## src/rtl/signext_arb_if.sv

```systemverilog
// rtl/signext_arb_if.sv - requester and result handshake bundle for signext_arb
interface signext_arb_if #(
   parameter int K = 4,
   parameter int N = 20,
   parameter int M = 32
);
   localparam int IW = (K > 1) ? $clog2(K) : 1;

   logic [K-1:0]   i_req_valid;
   logic [K-1:0]   o_req_ready;
   logic [K*N-1:0] i_req_data;
   logic           o_out_valid;
   logic           i_out_ready;
   logic [M-1:0]   o_out_data;
   logic [IW-1:0]  o_out_id;

   modport slave (
      input  i_req_valid, i_req_data, i_out_ready,
      output o_req_ready, o_out_valid, o_out_data, o_out_id
   );

   modport master (
      output i_req_valid, i_req_data, i_out_ready,
      input  o_req_ready, o_out_valid, o_out_data, o_out_id
   );
endinterface

```

## src/rtl/signext_arb.sv

```systemverilog
// rtl/signext_arb.sv - round-robin arbiter feeding one registered N-to-M sign-extension stage
module signext_arb #(
   parameter int K = 4,
   parameter int N = 20,
   parameter int M = 32
) (
   input logic          i_clk,
   input logic          i_rst_n,
   signext_arb_if.slave bus
);
   localparam int IW = (K > 1) ? $clog2(K) : 1;

   logic [IW-1:0] ptr;
   logic          out_valid;
   logic [M-1:0]  out_data;
   logic [IW-1:0] out_id;

   logic          acc;
   logic          found;
   logic [IW-1:0] gnt;
   logic [IW-1:0] ptr_next;
   logic [N-1:0]  sel;
   logic [M-1:0]  ext;
   int            idx;

   assign acc = !out_valid || bus.i_out_ready;

   // Scan from ptr upward, wrapping at K; the first valid requester wins.
   always_comb begin
      found = 1'b0;
      gnt   = '0;
      idx   = 0;
      for (int i = 0; i < K; i++) begin
         idx = int'(ptr) + i;
         if (idx >= K) idx = idx - K;
         for (int k = 0; k < K; k++) begin
            if (!found && (k == idx) && bus.i_req_valid[k]) begin
               found = 1'b1;
               gnt   = IW'(k);
            end
         end
      end
   end

   always_comb begin
      sel = '0;
      for (int k = 0; k < K; k++) begin
         if (gnt == IW'(k)) sel = bus.i_req_data[k*N +: N];
      end
   end

   generate
      if (M > N) begin : g_ext
         assign ext = {{(M-N){sel[N-1]}}, sel};
      end else begin : g_pass
         assign ext = sel;
      end
   endgenerate

   assign ptr_next = (gnt == IW'(K-1)) ? '0 : gnt + IW'(1);

   assign bus.o_req_ready = (i_rst_n && acc && found) ? (K'(1) << gnt) : '0;
   assign bus.o_out_valid = out_valid;
   assign bus.o_out_data  = out_data;
   assign bus.o_out_id    = out_id;

   always_ff @(posedge i_clk) begin
      if (!i_rst_n) begin
         out_valid <= 1'b0;
         out_data  <= '0;
         out_id    <= '0;
         ptr       <= '0;
      end else if (acc && found) begin
         out_valid <= 1'b1;
         out_data  <= ext;
         out_id    <= gnt;
         ptr       <= ptr_next;
      end else if (out_valid && bus.i_out_ready) begin
         // Drain only; data and id keep their last values.
         out_valid <= 1'b0;
      end
   end
endmodule

```

## src/flat_wrapper.sv

```systemverilog
// flat-port wrapper written by rule: the top's interface ports become plain ports
module signext_arb_flat 
#(
   parameter int K = 4,
   parameter int N = 20,
   parameter int M = 32
)
  (i_clk, i_rst_n, bus_i_req_valid, bus_i_req_data, bus_i_out_ready, bus_o_req_ready, bus_o_out_valid, bus_o_out_data, bus_o_out_id);
  signext_arb_if #(.K(K), .N(N), .M(M)) bus_i ();
  input logic i_clk;
  input logic i_rst_n;
  input wire logic [$bits(bus_i.i_req_valid)-1:0] bus_i_req_valid;
  input wire logic [$bits(bus_i.i_req_data)-1:0] bus_i_req_data;
  input wire logic [$bits(bus_i.i_out_ready)-1:0] bus_i_out_ready;
  output wire logic [$bits(bus_i.o_req_ready)-1:0] bus_o_req_ready;
  output wire logic [$bits(bus_i.o_out_valid)-1:0] bus_o_out_valid;
  output wire logic [$bits(bus_i.o_out_data)-1:0] bus_o_out_data;
  output wire logic [$bits(bus_i.o_out_id)-1:0] bus_o_out_id;
  assign bus_i.i_req_valid = bus_i_req_valid;
  assign bus_i.i_req_data = bus_i_req_data;
  assign bus_i.i_out_ready = bus_i_out_ready;
  assign bus_o_req_ready = bus_i.o_req_ready;
  assign bus_o_out_valid = bus_i.o_out_valid;
  assign bus_o_out_data = bus_i.o_out_data;
  assign bus_o_out_id = bus_i.o_out_id;
  signext_arb #(.K(K), .N(N), .M(M)) u_core (.i_clk(i_clk), .i_rst_n(i_rst_n), .bus(bus_i));
endmodule
```

## config.mk

```make
export PLATFORM = sky130hd
export DESIGN_NAME = signext_arb_flat
export DESIGN_NICKNAME = d
export VERILOG_FILES = /design/src/rtl/signext_arb_if.sv /design/src/rtl/signext_arb.sv /design/src/flat_wrapper.sv
export SDC_FILE = /design/constraint.sdc
export NUM_CORES = 1
export LEC_CHECK = 0
export ABC_AREA = 1
export CORE_ASPECT_RATIO = 1.25
export CORE_MARGIN = 2
export CORE_UTILIZATION = 30
export DETAILED_ROUTE_END_ITERATION = 16
export PLACE_DENSITY = 0.74
export SETUP_SLACK_MARGIN = 0.15
export SYNTH_ARGS = -nofsm -noshare
export SYNTH_HDL_FRONTEND = slang
export SYNTH_SLANG_ARGS = --single-unit
```

## constraint.sdc

```tcl
create_clock -name i_clk -period 2.8 [get_ports i_clk]
set_input_delay 0.42 -clock i_clk [delete_from_list [all_inputs] [get_ports i_clk]]
set_output_delay 0.42 -clock i_clk [all_outputs]
set_load 0.05 [all_outputs]
```

==> results of run 1 <==
==> cells in the mapped netlist <==
cell type  instances
nand2_1          106
o211ai_1           1
nor2_4             1
buf_1              2
nand3_2            1
dfxtp_1           25
inv_1             22
ha_1               4
nand4_2            2
nand4_1            3
o21ai_0           44
a21oi_1           21
inv_2              2
buf_2              4
clkbuf_1          13
nor3_2             1
nor2_1            63
nor2_2             2
nor3_1             2
buf_6              2
buf_4             12
nand3_1           26
==> registers in the layout (all words and copies together) (netlist names) <==
name and cells:
u_core.bus.o_out_data 20, u_core.bus.o_out_id 2, u_core.bus.o_out_valid 1, u_core.ptr 2
==> worst paths after layout <==
path | from | endpoint | slack (ns) | depth (start not counted)
min reg2reg | u_core.bus.o_out_data[18]$_SDFFE_PN0P_ | u_core.bus.o_out_data[18]$_SDFFE_PN0P_ | 0.49 | 2
min | u_core.bus.o_out_data[18]$_SDFFE_PN0P_ | u_core.bus.o_out_data[18]$_SDFFE_PN0P_ | 0.49 | 2
max | u_core.ptr[0]$_SDFFE_PN0P_ | bus_o_req_ready[2] | -0.03 | 18
max reg2reg | u_core.ptr[0]$_SDFFE_PN0P_ | u_core.bus.o_out_data[8]$_SDFFE_PN0P_ | 0.08 | 23
==> what timing repair did <==
action / 4_1_cts / 5_1_grt
hold buffers: 0 / 0
endpoints found under the hold margin: 0 / 0
pin swaps: 21 / 30
resized for setup: 89 / 38
setup endpoints to repair: 24 / 24
buffers inserted: 11 / 5
cloned: 2 / 1
==> layer usage <==
| metal | track usage [%] | up-vias | share of wire (%) |
|---|---|---|---|
| met5 | 0 | - | 0 |
| met4 | 7.887 | 0 | 3.4 |
| met2 | 42.03 | 131 | 50 |
| met1 | 20.55 | 1277 | 37 |
| met3 | 6.191 | 16 | 9.0 |
| li1 | - | 1416 | - |
==> cell families after synthesis <==
| group | after synthesis | synth area share (%) |
|---|---|---|
| buf+inv | 57 | 13.78 |
| fa+ha+maj | 4 | 2.472 |
| compound gates | 66 | 16.44 |
| flops | 25 | 24.72 |
| simple gates | 207 | 42.58 |
==> where the power goes <==
| group | leakage (nW) | total [mW] | internal [mW] | switching [mW] |
|---|---|---|---|---|
| clock | 0.0217 | 0.232 | 0.101 | 0.131 |
| sequential | 0.209 | 0.609 | 0.504 | 0.105 |
| combinational | 1.58 | 5.06 | 2.25 | 2.81 |
| total | 1.81 | 5.90 | 2.85 | 3.05 |
==> area by class of cell <==
class	count	share of cell area, %
Multi-Input combinational cell	277	37.61
Clock inverter	1	0.1850
Inverter	24	2.713
Clock buffer	3	1.017
Sequential cell	25	12.52
Timing Repair Buffer	167	43.28
Tap cell	87	2.682
==> worst max-delay path: stages (launching register included) <==
cell     delay [ns]
dfxtp_4        0.41
nand3_2        0.11
nand2_2        0.09
inv_2          0.05
buf_4          0.13
a21oi_2        0.11
o21ai_1        0.08
nor2_1         0.11
nand2_1        0.07
nor2_1         0.11
nand2_1        0.08
inv_2          0.07
nand2_4        0.07
inv_4          0.09
ha_4           0.16
inv_4          0.04
buf_6          0.11
nor2_4         0.09
buf_12         0.14
==> impl_metrics.py, run 1 <==
metrics = {
    "sta": {
        "finalCritPeriodShare_pct": 101.0,
        "worst_pin_slew_ns": 0.5815,
        "setup_viol_count_final": 2,
        "skew_ns": 0.008799,
        "rsz0062_at_grt": "yes",
        "min_period_ns": 2.827,
        "slew_headroom_pct": 61.11,
        "hold_viol_final": 0,
        "fin_ws_ns": -0.02679,
        "holdWs_ns": 0.4891,
        "fmax_mhz": 353.8,
        "slew_viol_final": 0,
        "tns_ns": -0.03834,
    },
    "clock_network": {
        "h-tree-depth": 1,
        "numCtsBuffers": 3,
        "cts.sinks": 25,
        "cts.reportedPaths.clkPinSlew_ns": 0.10,
        "worst_skew_pair.late_latency_ns": 0.28,
        "cts_root_buffer": "clkbuf_8",
        "cts_tree": "done",
        "clockBufferDepth": 2,
    },
    "logic_synthesis": {
        "syn_area_per_cell_um2": 5.639,
        "ys_seq_area_share_pct": 24.72,
        "synth_top_area_cell": "dfxtp_1",
        "synth_top_area_share_pct": 24.72,
        "syn_nets": 450,
        "netlist_area_um2": 2024,
        "synth_seq_cells": 25,
        "synth_cell_types": 22,
        "ys_top_cells_by_area": "dfxtp_1, nand2_1, nor2_1",
        "yosys_warnings": 0,
        "synthCells": 359,
    },
    "critical_path": {
        "worstPathRequired_ns": 2.38,
        "worstPathMaxFanout": 6,
        "worst_setup_path_start_kind": "flop",
        "crit_type": "flop to output port",
        "arrival_ns": 2.41,
        "end_kind": "output port",
    },
    "floorplan": {
        "die_area_um2": 7426,
        "core_area_um2": 6565,
        "initial_core_util_pct": 30.84,
        "die_h_um": 95.85,
        "die_x_um": 77.48,
        "fp-row-count": 33,
        "ios": 126,
    },
    "cells_and_area": {
        "regArea_um2": 508.0,
        "drive_gt1_share_pct": 23.34,
        "fin_cells": 584,
        "final_cell_mix": "clkdlybuf4s50_1, nand2_1, nor2_1",
        "multiInputGateArea_um2": 1526,
        "fin_area_um2": 4059,
        "fin_util_pct": 61.83,
        "final_net_count": 589,
        "synthToLayoutAreaGrowth_pct": 100.5,
        "fillers": 608,
        "diodes": 0,
        "final_common_cell": "clkdlybuf4s50_1",
    },
    "route": {
        "vias": 2840,
        "ant_nets": 0,
        "drc": 0,
        "drt_iter0_markers": 48,
        "dr.pass1.iters": 4,
        "finalWirelength_um": 8060,
        "viasPerCell": 4.863,
        "wl_per_cell_um": 13.80,
    },
    "grt": {
        "gr-usage-all-layers_pct": 21.14,
        "grt_pass1_wl_um": 12430,
        "antenna_found_initial": 0,
        "overflow": 0,
        "grt_pass1_vias": 2721,
        "grt_max_degree": 44,
    },
    "outcome": {
        "status": "complete, but fails checks",
        "failed_checks": "negative setup slack",
    },
    "placement": {
        "dpl.cell_count": 561,
        "hpwl_um": 5812,
        "pre_cts_slack_ns": -0.4680,
        "gp_congestion": 0.8539,
        "portBuffers": 125,
        "dpl_cell_area_um2": 3491,
    },
    "job": {
        "drv_cap": 0,
    },
    "power_and_ir_drop": {
        "p_per_area_nw_per_um2": 1454,
        "leakagePower_nw": 1.813,
        "power_mw": 5.902,
        "worst_ir_drop_vdd_uv": 704.8,
    },
    "min_path": {
        "hp-class": "flop to flop",
    },
}
No activity file was read; power rests on OpenSTA's default activity.
==> inputs of run 2 (changes only) <==
--- a/config.mk
+++ b/config.mk
@@ -7,7 +7,6 @@
 export LEC_CHECK = 0
 export ABC_AREA = 1
 export CORE_ASPECT_RATIO = 1.25
-export CORE_MARGIN = 2
 export CORE_UTILIZATION = 30
 export DETAILED_ROUTE_END_ITERATION = 16
 export PLACE_DENSITY = 0.74
==> impl_metrics.py, run 2 (synthesis gave the netlist of run 1 again) <==
metrics = {
    "job": {
        "drv_cap": 0,
    },
    "critical_path": {
        "r2r_slack_ns": -0.01,
        "worst_setup_path_start_kind": "flop",
        "startpoint": "u_core.ptr[1]$_SDFFE_PN0P_",
        "r2r_end": "u_core.bus.o_out_data[4]$_SDFFE_PN0P_",
        "crit_type": "flop to output port",
        "worstPathMaxFanout": 6,
        "endpoint": "bus_o_req_ready[0]",
        "r2r_start": "u_core.ptr[1]$_SDFFE_PN0P_",
        "end_kind": "output port",
        "ff2ff_path_depth": 23,
        "worstPathRequired_ns": 2.38,
        "arrival_ns": 2.53,
    },
    "cells_and_area": {
        "fillers": 611,
        "drive_gt1_share_pct": 23.05,
        "final_cell_mix": "clkdlybuf4s50_1, nand2_1, nor2_1",
        "diodes": 0,
        "final_net_count": 591,
        "final_common_cell": "clkdlybuf4s50_1",
        "fin_cells": 586,
        "fin_util_pct": 62.22,
        "fin_area_um2": 4059,
        "largest_register_ffs": 20,
        "multiInputGateArea_um2": 1574,
        "regArea_um2": 508.0,
        "synthToLayoutAreaGrowth_pct": 100.5,
    },
    "placement": {
        "dpl.cell_count": 562,
        "pre_cts_slack_ns": -0.4350,
        "dpl_cell_area_um2": 3461,
        "portBuffers": 125,
        "gp_congestion": 0.8466,
        "hpwl_um": 5975,
    },
    "sta": {
        "setup_viol_count_final": 7,
        "slew_viol_final": 0,
        "min_period_ns": 2.949,
        "rsz0062_at_grt": "yes",
        "worst_pin_slew_ns": 0.5516,
        "skew_ns": 0.003409,
        "fin_ws_ns": -0.1495,
        "slew_headroom_pct": 63.11,
        "hold_viol_final": 0,
        "fmax_mhz": 339.0,
        "finalCritPeriodShare_pct": 105.3,
    },
    "route": {
        "wl_per_cell_um": 14.14,
        "vias": 2861,
        "finalWirelength_um": 8284,
        "drc": 0,
        "viasPerCell": 4.882,
        "dr.pass1.iters": 5,
        "ant_nets": 0,
        "drt_iter0_markers": 79,
    },
    "power_and_ir_drop": {
        "leakagePower_nw": 1.813,
        "p_per_area_nw_per_um2": 1413,
        "power_mw": 5.736,
        "worst_ir_drop_vdd_uv": 692.4,
    },
    "clock_network": {
        "worst_skew_pair.late_latency_ns": 0.28,
        "cts_root_buffer": "clkbuf_8",
        "cts.sinks": 25,
        "numCtsBuffers": 3,
        "cts.reportedPaths.clkPinSlew_ns": 0.10,
        "cts_tree": "done",
        "h-tree-depth": 1,
        "holdBufCountCts": 0,
        "clockBufferDepth": 2,
    },
    "grt": {
        "grt_max_degree": 44,
        "overflow": 0,
        "gr-usage-all-layers_pct": 23.43,
        "antenna_found_initial": 0,
        "grt_pass1_wl_um": 12580,
        "grt_pass1_vias": 2788,
    },
    "min_path": {
        "hold_depth": 2,
        "hp-class": "flop to flop",
    },
    "floorplan": {
        "initial_core_util_pct": 31.03,
        "ios": 126,
        "die_h_um": 93.85,
        "core_area_um2": 6524,
        "die_x_um": 75.48,
        "fp-row-count": 33,
        "die_area_um2": 7083,
    },
    "outcome": {
        "failed_checks": "negative setup slack",
        "status": "complete, but fails checks",
    },
}
## run 2: changes by cell type in the layout (fill, tap and decap cells not counted), sizes merged
cell	change
dlygate4sd2	-1
clkinv	-1
buf	+2
inv	+1
clkdlybuf4s15	+1
## run 2: how the worst min path moves through the flow
stage	startpoint	endpoint	slack, ns
floorplan	u_core.ptr[1]$_SDFFE_PN0P_	u_core.ptr[1]$_SDFFE_PN0P_	0.53
global placement	u_core.bus.o_out_data[12]$_SDFFE_PN0P_	u_core.bus.o_out_data[12]$_SDFFE_PN0P_	0.46
detailed placement	u_core.bus.o_out_data[2]$_SDFFE_PN0P_	u_core.bus.o_out_data[2]$_SDFFE_PN0P_	0.47
CTS	u_core.bus.o_out_data[17]$_SDFFE_PN0P_	u_core.bus.o_out_data[17]$_SDFFE_PN0P_	0.49
global route	u_core.bus.o_out_data[17]$_SDFFE_PN0P_	u_core.bus.o_out_data[17]$_SDFFE_PN0P_	0.51
finish	u_core.bus.o_out_data[17]$_SDFFE_PN0P_	u_core.bus.o_out_data[17]$_SDFFE_PN0P_	0.49
## run 2: critical path, stage by stage, from the launching register on
cell     delay, ns
dfxtp_4       0.45
nand3_4       0.10
nand2_4       0.08
inv_4         0.04
buf_4         0.13
a21oi_1       0.17
o21ai_1       0.10
nor2_1        0.12
nand2_1       0.07
nor2_1        0.12
nand2_1       0.07
inv_1         0.08
nand2_4       0.08
inv_4         0.08
ha_4          0.15
buf_8         0.09
inv_1         0.04
nor2_2        0.12
buf_12        0.15
## run 2: cell type report
type | count | area share, %
Clock inverter | 1 | 0.1850
Timing Repair Buffer | 169 | 42.17
Sequential cell | 25 | 12.52
Clock buffer | 3 | 1.017
Multi-Input combinational cell | 277 | 38.78
Tap cell | 87 | 2.682
Inverter | 24 | 2.651
## run 2: where the power goes
group,internal [mW],switching (mW),total [mW],leakage [nW]
registers,0.504,0.122,0.626,0.209
logic,2.07,2.80,4.88,1.58
clock network,0.101,0.133,0.234,0.0217
total,2.68,3.06,5.74,1.81
## run 2: metal layers
| layer | vias to the layer above | share of wire (%) | track usage (%) |
|---|---|---|---|
| met5 | - | 0 | 0 |
| met4 | 0 | 3.1 | 8.796 |
| met3 | 16 | 10 | 7.833 |
| met2 | 137 | 51 | 44.94 |
| met1 | 1292 | 36 | 22.01 |
| li1 | 1416 | - | - |
## run 2: per-stage QoR
stage,setup TNS (ns),hold WS (ns)
final,-0.4479,0.4881
after detailed placement,-8.880,0.4700
after CTS,-0.2197,0.4919
after global placement,-6.086,0.4618
after floorplan,0,0.5258
after global routing,-3.367,0.5119
## run 2: timing repair
action	CTS	global route
setup buffers	14	5
setup endpoints to repair	24	24
resized for setup	48	89
gates cloned	0	1
pin swaps	14	20
==> inputs of run 3 (changes only) <==
--- a/config.mk
+++ b/config.mk
@@ -7,6 +7,7 @@
 export LEC_CHECK = 0
 export ABC_AREA = 1
 export CORE_ASPECT_RATIO = 1.25
+export CORE_MARGIN = 3
 export CORE_UTILIZATION = 30
 export DETAILED_ROUTE_END_ITERATION = 16
 export PLACE_DENSITY = 0.74
==> impl_metrics.py, run 3 (synthesis gave the netlist of run 1 again) <==
metrics = {
    "outcome": {
        "status": "complete, but fails checks",
        "failed_checks": "negative setup slack",
    },
    "cells_and_area": {
        "final_common_cell": "clkdlybuf4s50_1",
        "fin_area_um2": 4150,
        "synthToLayoutAreaGrowth_pct": 105.0,
        "largest_register_ffs": 20,
        "final_net_count": 595,
        "fin_util_pct": 65.19,
        "fillers": 566,
        "drive_gt1_share_pct": 24.65,
        "diodes": 0,
        "final_cell_mix": "clkdlybuf4s50_1, nand2_1, nor2_1",
        "fin_cells": 588,
    },
    "critical_path": {
        "worstPathRequired_ns": 2.38,
        "worst_setup_path_start_kind": "flop",
        "startpoint": "u_core.ptr[0]$_SDFFE_PN0P_",
        "crit_chain": "inv_4 > nand2_4 > nor2_1 > nor2_4 > nand4_4 > nor2_1 > nor2_1 > nand2_1 > inv_1 > nand2_4 > inv_4 > ha_4 > inv_4 > buf_12 > nor2_4 > buf_12",
        "end_kind": "output port",
        "r2r_start": "u_core.ptr[0]$_SDFFE_PN0P_",
        "crit_cells": 16,
        "arrival_ns": 2.39,
        "critPathBufInv": 6,
        "crit_family": "simple AND/OR/NAND/NOR gates",
        "ff2ff_path_depth": 23,
        "cp_slowest_stage_delay_ns": 0.39,
        "critPathSlowestCell": "dfxtp_4",
        "crit_type": "flop to output port",
        "worstPathMaxFanout": 6,
    },
    "floorplan": {
        "initial_core_util_pct": 31.80,
        "die_x_um": 79.48,
        "fp-row-count": 32,
        "core_area_um2": 6366,
        "die_h_um": 97.85,
        "die_area_um2": 7776,
        "ios": 126,
    },
    "power_and_ir_drop": {
        "worst_ir_drop_vdd_uv": 702.3,
        "leakagePower_nw": 1.856,
        "p_per_area_nw_per_um2": 1458,
        "power_mw": 6.051,
    },
    "placement": {
        "portBuffers": 125,
        "dpl.cell_count": 559,
        "dpl_cell_area_um2": 3476,
        "gp_congestion": 0.8719,
        "pre_cts_slack_ns": -0.4066,
        "hpwl_um": 5939,
    },
    "sta": {
        "setup_viol_count_final": 1,
        "hold_viol_final": 0,
        "worst_pin_slew_ns": 0.5145,
        "slew_viol_final": 0,
        "skew_ns": 0.003814,
        "rsz0062_at_grt": "yes",
        "finalCritPeriodShare_pct": 100.4,
        "fmax_mhz": 355.7,
        "holdWs_ns": 0.4901,
        "tns_ns": -0.01155,
        "min_period_ns": 2.812,
        "slew_headroom_pct": 65.59,
        "fin_ws_ns": -0.01155,
    },
    "route": {
        "viasPerCell": 4.876,
        "vias": 2867,
        "drt_iter0_markers": 105,
        "drc": 0,
        "finalWirelength_um": 8396,
        "wl_per_cell_um": 14.28,
        "ant_nets": 0,
        "dr.pass1.iters": 5,
    },
    "clock_network": {
        "worst_skew_pair.late_latency_ns": 0.27,
        "numCtsBuffers": 3,
        "cts_tree": "done",
        "cts.reportedPaths.clkPinSlew_ns": 0.10,
        "holdBufCountCts": 0,
        "cts_root_buffer": "clkbuf_8",
        "h-tree-depth": 1,
        "cts.sinks": 25,
        "clockBufferDepth": 2,
    },
    "min_path": {
        "hold_depth": 2,
        "hp-class": "flop to flop",
        "min_from": "u_core.bus.o_out_data[12]$_SDFFE_PN0P_",
    },
    "grt": {
        "grtUsageMet1_pct": 20.83,
        "grt_pass1_wl_um": 13350,
        "antenna_found_initial": 0,
        "met3_usage_pct": 6.734,
        "gr-max-usage-layer": "met2",
        "grt_max_degree": 44,
        "grt_pass1_vias": 3016,
        "gr-usage-all-layers_pct": 21.16,
        "overflow": 0,
        "grt_use_met2_pct": 40.58,
    },
    "job": {
        "drv_cap": 0,
    },
}
-- run 3: changes by cell type in the layout (fill, tap and decap cells not counted), sizes merged --
cell           before  now
dlygate4sd2         2    4
clkdlybuf4s15       2    0
buf                47   52
clkbuf              4    3
-- run 3: cell type report --
class / count / area [um2] / area share (%)
inverter: 24 / 112.6 / 2.713
timing repair buffer: 173 / 1804 / 43.47
clock buffer: 3 / 41.29 / 0.9949
multi-input combinational: 277 / 1570 / 37.84
clock inverter: 1 / 7.507 / 0.1809
sequential: 25 / 508.0 / 12.24
tap: 85 / 106.4 / 2.563
-- run 3: worst reg2reg max path, cell delays in order (launching register included) --
cell      delay (ns)
dfxtp_4         0.42
inv_4           0.06
nand3_2         0.06
nand2_2         0.07
inv_4           0.08
nand4_4         0.09
nor2_4          0.12
nand4_4         0.11
nor3_4          0.19
o211ai_1        0.14
nand2_2         0.16
inv_4           0.07
ha_4            0.18
buf_8           0.14
buf_6           0.11
buf_6           0.12
a21oi_2         0.12
nand2_1         0.06
o21ai_1         0.07
nand2_1         0.06
o21ai_1         0.07
nand2_1         0.06
nand2_1         0.07
nor2_1          0.04
-- run 3: timing repair --
item / in CTS / in global routing
pin swaps: 48 / 36
gates cloned: 3 / 0
endpoints found under the setup margin: 24 / 24
gates resized for setup: 124 / 28
buffers inserted: 21 / 1
-- run 3: power breakdown --
part	switching, mW	total (mW)	leakage, nW	internal [mW]
sequential	0.111	0.615	0.209	0.504
combinational	2.89	5.21	1.63	2.32
clock	0.128	0.229	0.0217	0.101
-- run 3: worst paths after layout --
path,to,slack [ns]
min,u_core.bus.o_out_data[12]$_SDFFE_PN0P_,0.49
min reg2reg,u_core.bus.o_out_data[12]$_SDFFE_PN0P_,0.49
max,bus_o_req_ready[2],-0.01
max reg2reg,u_core.bus.o_out_data[1]$_SDFFE_PN0P_,0.06
-- run 3: metal layers --
layer	share of wire [%]	wire (um)
met1	36	2985
met2	52	4356
met3	10	867
met4	2.2	186
met5	0	0
